==> src/rtl/clk_div_multi.sv <==
// clk_div_multi: multi-channel programmable divider / clock-enable generator.
// Each channel divides clk by a runtime-loadable divisor D and produces a
// ~50% duty clk_out (low floor(D/2), high ceil(D/2)) plus a one-cycle tick
// at the last count of every period. New divisors are staged in a pending
// register and only take effect at a period boundary, so no period is ever
// truncated or glitched.
// Optional feature: define CLK_DIV_PHASE_SYNC_EN to add the phase_sync input,
// which restarts every channel at cnt=0 (applying pending divisors) so all
// channels become phase-aligned. Without it channels realign only via rst.
module clk_div_multi #(
  parameter int CH      = 4,
  parameter int DIV_W   = 32,
  parameter int DEF_DIV = 100_000,
  localparam int CH_W   = (CH > 1) ? $clog2(CH) : 1
) (
  input  logic             clk,
  input  logic             rst,
  input  logic             en,
  input  logic             wr_en,
  input  logic [CH_W-1:0]  wr_ch,
  input  logic [DIV_W-1:0] wr_div,
`ifdef CLK_DIV_PHASE_SYNC_EN
  input  logic             phase_sync,
`endif
  output logic [CH-1:0]    clk_out,
  output logic [CH-1:0]    tick,
  output logic [CH-1:0]    upd_pend
);

  localparam logic [DIV_W-1:0] DEF_D  = DIV_W'(DEF_DIV);
  localparam logic [DIV_W-1:0] ONE    = DIV_W'(1);
  localparam logic [DIV_W-1:0] TWO    = DIV_W'(2);
  // One extra bit so CH itself is representable for the range check.
  localparam logic [CH_W:0]    CH_LIM = (CH_W+1)'(CH);

  logic sync;
  logic wr_ok;

`ifdef CLK_DIV_PHASE_SYNC_EN
  assign sync = phase_sync;
`else
  assign sync = 1'b0;
`endif

  // Writes addressed beyond the last channel are dropped.
  assign wr_ok = wr_en && ({1'b0, wr_ch} < CH_LIM);

  // Divided output level for count c under divisor d (D=0 means disabled).
  function automatic logic out_level(input logic [DIV_W-1:0] c,
                                     input logic [DIV_W-1:0] d);
    return (d != '0) && (c >= (d >> 1));
  endfunction

  // Tick level: last count of the period (D=1 ticks every cycle).
  function automatic logic tick_level(input logic [DIV_W-1:0] c,
                                      input logic [DIV_W-1:0] d);
    return (d != '0) && (c == (d - ONE));
  endfunction

  for (genvar g = 0; g < CH; g++) begin : g_ch
    logic [DIV_W-1:0] cnt;
    logic [DIV_W-1:0] act_div;
    logic [DIV_W-1:0] pend_div;
    logic             pend;
    logic             clk_q;
    logic             tick_q;

    logic [DIV_W-1:0] cnt_n;
    logic [DIV_W-1:0] div_n;
    logic [DIV_W-1:0] pend_div_n;
    logic             pend_n;
    logic             clk_n;
    logic             tick_n;
    logic             wr_hit;
    logic             low_d;
    logic             wrap;
    logic             apply;
    logic             restart;

    // Next-state decode: wrap/apply decision, counter, staged divisor, outputs.
    always_comb begin
      wr_hit  = wr_ok && (wr_ch == CH_W'(g));
      low_d   = (act_div < TWO);
      wrap    = en && !low_d && (cnt == (act_div - ONE));
      // D=0/1 have no period to finish, so a pending value lands at once.
      apply   = pend && (wrap || low_d || sync);
      restart = apply || sync;
      div_n   = apply ? pend_div : act_div;

      if (restart || (en && (low_d || wrap))) begin
        cnt_n = '0;
      end else if (en) begin
        cnt_n = cnt + ONE;
      end else begin
        cnt_n = cnt;
      end

      // A write coinciding with apply stays pending; apply used the old value.
      pend_div_n = wr_hit ? wr_div : pend_div;
      if (wr_hit) begin
        pend_n = 1'b1;
      end else if (apply) begin
        pend_n = 1'b0;
      end else begin
        pend_n = pend;
      end

      if (en || restart) begin
        clk_n = out_level(cnt_n, div_n);
      end else begin
        clk_n = clk_q;
      end
      tick_n = (en || sync) && tick_level(cnt_n, div_n);
    end

    // Channel state and registered outputs, asynchronously reset to DEF_DIV.
    always_ff @(posedge clk or posedge rst) begin
      if (rst) begin
        cnt      <= '0;
        act_div  <= DEF_D;
        pend_div <= DEF_D;
        pend     <= 1'b0;
        clk_q    <= 1'b0;
        tick_q   <= 1'b0;
      end else begin
        cnt      <= cnt_n;
        act_div  <= div_n;
        pend_div <= pend_div_n;
        pend     <= pend_n;
        clk_q    <= clk_n;
        tick_q   <= tick_n;
      end
    end

    assign clk_out[g]  = clk_q;
    assign tick[g]     = tick_q;
    assign upd_pend[g] = pend;
  end

endmodule

==> config.mk <==
export PLATFORM = sky130hd
export DESIGN_NAME = clk_div_multi
export DESIGN_NICKNAME = d
export VERILOG_FILES = /design/src/rtl/clk_div_multi.sv
export SDC_FILE = /design/constraint.sdc
export NUM_CORES = 1
export LEC_CHECK = 0
export ABC_AREA = 0
export CORE_ASPECT_RATIO = 0.8
export CORE_MARGIN = 10
export CORE_UTILIZATION = 30
export CTS_CLUSTER_SIZE = 20
export DETAILED_ROUTE_END_ITERATION = 12
export PLACE_DENSITY = 0.49
export SYNTH_ARGS = -nofsm -noshare
export SYNTH_HDL_FRONTEND = slang
export SYNTH_SLANG_ARGS = --single-unit
==> constraint.sdc <==
create_clock -name clk -period 12.8 [get_ports clk]
set_input_delay 1.28 -clock clk [delete_from_list [all_inputs] [get_ports clk]]
set_output_delay 1.28 -clock clk [all_outputs]
set_load 0.01 [all_outputs]
==> results.py <==
metrics = {
    "outcome": {
        "status": "complete, no violations",
    },
    "global_route": {
        "grt_pass1_vias": 24600,
        "gr-total-overflow": 0,
        "grt_use_total_pct": 18.7,
        "grt_pass1_wl_um": 164000,
        "grt_antenna_before_repair": 14,
        "grt_busiest_layer": "met1",
        "grtUsageMet2_pct": 26.6,
        "grt_max_degree": 164,
        "grt_use_met3_pct": 4.36,
        "met1_usage_pct": 28.1,
    },
    "yosys": {
        "synthCells": 3306,
        "ys_ff_latch": 396,
        "synth_ff_type": "dfrtp_1",
        "synth_top_family_by_area": "simple AND/OR/NAND/NOR gates",
        "ys_warn_count": 0,
        "syn_nets": 3479,
        "yosys.area_share.simple_pct": 21.0,
        "synthArstFlopShare_pct": 100,
        "synthMuxAreaShare_pct": 9.59,
        "synth_cell_type_count": 107,
        "synth_xor_area_share_pct": 14.2,
        "yosysSeqAreaShare_pct": 33.1,
        "synthAdderAreaFrac_pct": 5.67,
        "syn_area_per_cell_um2": 9.11,
        "syn_area_um2": 30100,
        "synth-compound-area-share_pct": 11.9,
        "synth_edf_count": 0,
    },
    "floorplan": {
        "fp.dieH_um": 303,
        "pin_count": 50,
        "die_w_um": 374,
        "start_util_pct": 30.4,
        "core_area_um2": 99200,
        "rows": 103,
        "dieArea_um2": 114000,
    },
    "sta": {
        "setup_violations": 0,
        "hold_viol_final": 0,
        "max_clock_freq_mhz": 124,
        "period_minus_slack_ns": 8.08,
        "worst_pin_slew_ns": 1.10,
        "finClkSkew_ns": 0.0466,
        "drv_slew": 0,
        "rsz0062_at_grt": "no",
        "relSlewSlack_pct": 25.4,
        "fin_crit_sh_pct": 63.1,
        "fin_tns_setup_ns": 0,
    },
    "clock_tree": {
        "cts_setup_buffers": 0,
        "clockRootBuffer": "clkbuf_16",
        "post_cts_resized": 0,
        "clk_latency_ns": 0.65,
        "ctsHoldBuffers": 0,
        "numClockSinks": 396,
        "cts_buffer_depth": 3,
        "htreeDepth": 2,
        "tritoncts": "built",
        "cts_made_buffers": 44,
        "clkSlewWorstSetupHoldPaths_ns": 0.07,
    },
    "placement": {
        "place_congestion": 0.959,
        "dp.final_hpwl_um": 84000,
        "port_buffers": 49,
        "placed_area_um2": 31800,
    },
    "routing": {
        "vias": 25600,
        "vias_per_cell": 5.52,
        "drc": 0,
        "drt_iter0_drc": 2571,
        "first_pass_iters": 5,
        "wl_per_cell_um": 23.5,
        "ant_nets": 0,
        "routed_wl_um": 109000,
    },
    "layout": {
        "drive_above_1_share_pct": 11.4,
        "syn_to_final_growth_pct": 10.6,
        "final_common_cell": "dfrtp_1",
        "fin_area_um2": 33300,
        "finalNetCount": 3455,
        "layout_common_cells": "dfrtp_1, xnor2_1, nor2_1",
        "fill_cells": 10300,
    },
    "worst_setup_path": {
        "crit_type": "reg2reg",
        "worst-path-max-fanout": 9,
        "critPathRequiredTime_ns": 13.36,
        "end_kind": "register",
        "worstSetupStartpointType": "register",
        "worstPathArrival_ns": 8.64,
    },
    "hold_path": {
        "hold_class": "reg2reg",
    },
    "power_and_ir_drop": {
        "powerDensity_nw_per_um2": 170,
        "power_leakage_nw": 14.1,
        "ir_drop_mv": 0.111,
    },
    "run": {
        "max_cap_violations": 0,
    },
}
Yosys cell counts (47+ instances only):
library cell	instances	area share, %
a21oi_1	134	2.2
nor3_1	110	1.8
xor2_1	181	5.3
nor4_1	88	1.8
ha_1	135	5.6
or3_1	48	1.0
clkbuf_1	87	1.1
mux2i_1	111	3.7
nand2_1	173	2.2
o21ai_0	77	1.3
nor2_1	274	3.4
dfstp_2	48	4.2
mux2_2	157	5.9
xnor2_1	285	8.3
nand4_1	75	1.6
a21o_1	47	1.2
dfrtp_1	348	29
inv_1	173	2.2
nand3_1	124	2.1
registers in the layout, summed over array words and instances, names as in the netlist:
register	cells
g_ch.pend	4
g_ch.pend_div	128
g_ch.clk_q	4
g_ch.cnt	128
g_ch.tick_q	4
g_ch.act_div	128
final timing paths:
check                      slack [ns]                     startpoint                         endpoint  cells past startpoint
setup / recovery                 4.72  g_ch[1].act_div[26]$_DFF_PP0_         g_ch[1].tick_q$_DFF_PP0_                     23
hold / removal                   0.52      g_ch[1].clk_q$_DFFE_PP0P_        g_ch[1].clk_q$_DFFE_PP0P_                      2
setup reg to reg                 4.72  g_ch[1].act_div[26]$_DFF_PP0_         g_ch[1].tick_q$_DFF_PP0_                     23
hold reg to reg                  0.52      g_ch[1].clk_q$_DFFE_PP0P_        g_ch[1].clk_q$_DFFE_PP0P_                      2
max in group asynchronous        9.53                            rst  g_ch[2].pend_div[6]$_DFFE_PP0P_                      4
min in group asynchronous        1.11                            rst        g_ch[3].cnt[20]$_DFF_PP0_                      2
final cells by class:
class	count	area (µm²)	area share, %
multi-input combinational	2583	18800	56.4
sequential	396	9970	29.9
tap	1312	1640	4.93
clock buffer	66	1310	3.94
timing repair buffer	80	731	2.19
inverter	177	672	2.02
clock inverter	16	189	0.567
antenna	1	2.50	0.00751
cell families (layout without fill, tap and decap cells):
group / Yosys count / in the layout
other: 0 / 1
muxes: 269 / 269
adders and majority gates: 137 / 137
and+or+nand+nor: 1188 / 1188
buffers and inverters: 327 / 339
DFF: 396 / 396
xor gates and xnor gates: 474 / 474
AOI/OAI and AO/OA: 515 / 515
through the flow:
stage / total power, W / util (%) / setup slack (ns) / instances / hold slack, ns
after floorplan: 0.00352 / - / 0.588 / 3306 / 0.450
after global routing: 0.00604 / 33.6 / 4.21 / 4630 / 0.532
after CTS: 0.00567 / 33.6 / 4.89 / 4630 / 0.519
after global placement: 0.00429 / 32.1 / 4.95 / 4548 / 0.497
final: 0.00568 / 33.6 / 4.72 / 4631 / 0.522
after detailed placement: 0.00428 / 32.1 / 4.94 / 4548 / 0.482
power breakdown:
group	switching, W	total [W]	leakage, nW	internal (W)
Sequential	0.000401	0.00188	4.99	0.00148
Combinational	0.00142	0.00244	8.39	0.00102
Clock	0.000598	0.00136	0.734	0.000757
Total	0.00242	0.00568	14.1	0.00326
layer usage:
layer,routed length (µm),vias up
met5,31,-
met4,2250,4
met3,9170,149
met2,43700,975
met1,53600,12600
li1,-,11900
critical path: stages (launching register included):
cell	delay, ns
dfrtp_1	0.41
or4_1	0.71
nor4_1	0.81
mux2i_1	0.18
a211o_1	0.35
a2111oi_4	0.40
o2111a_2	0.34
nand2_1	0.15
a21oi_4	0.40
mux2i_1	0.36
ha_1	0.36
or4b_2	0.61
nor4_1	0.71
nand3_1	0.30
nor4b_1	0.51
nand4_1	0.15
o31ai_1	0.11
a211oi_1	0.09
xnor2_1	0.18
xnor2_1	0.15
nor2_1	0.12
nand4_1	0.12
nor4b_2	0.28
and4_1	0.21
Note: power is estimated with default switching activity, not from simulation.
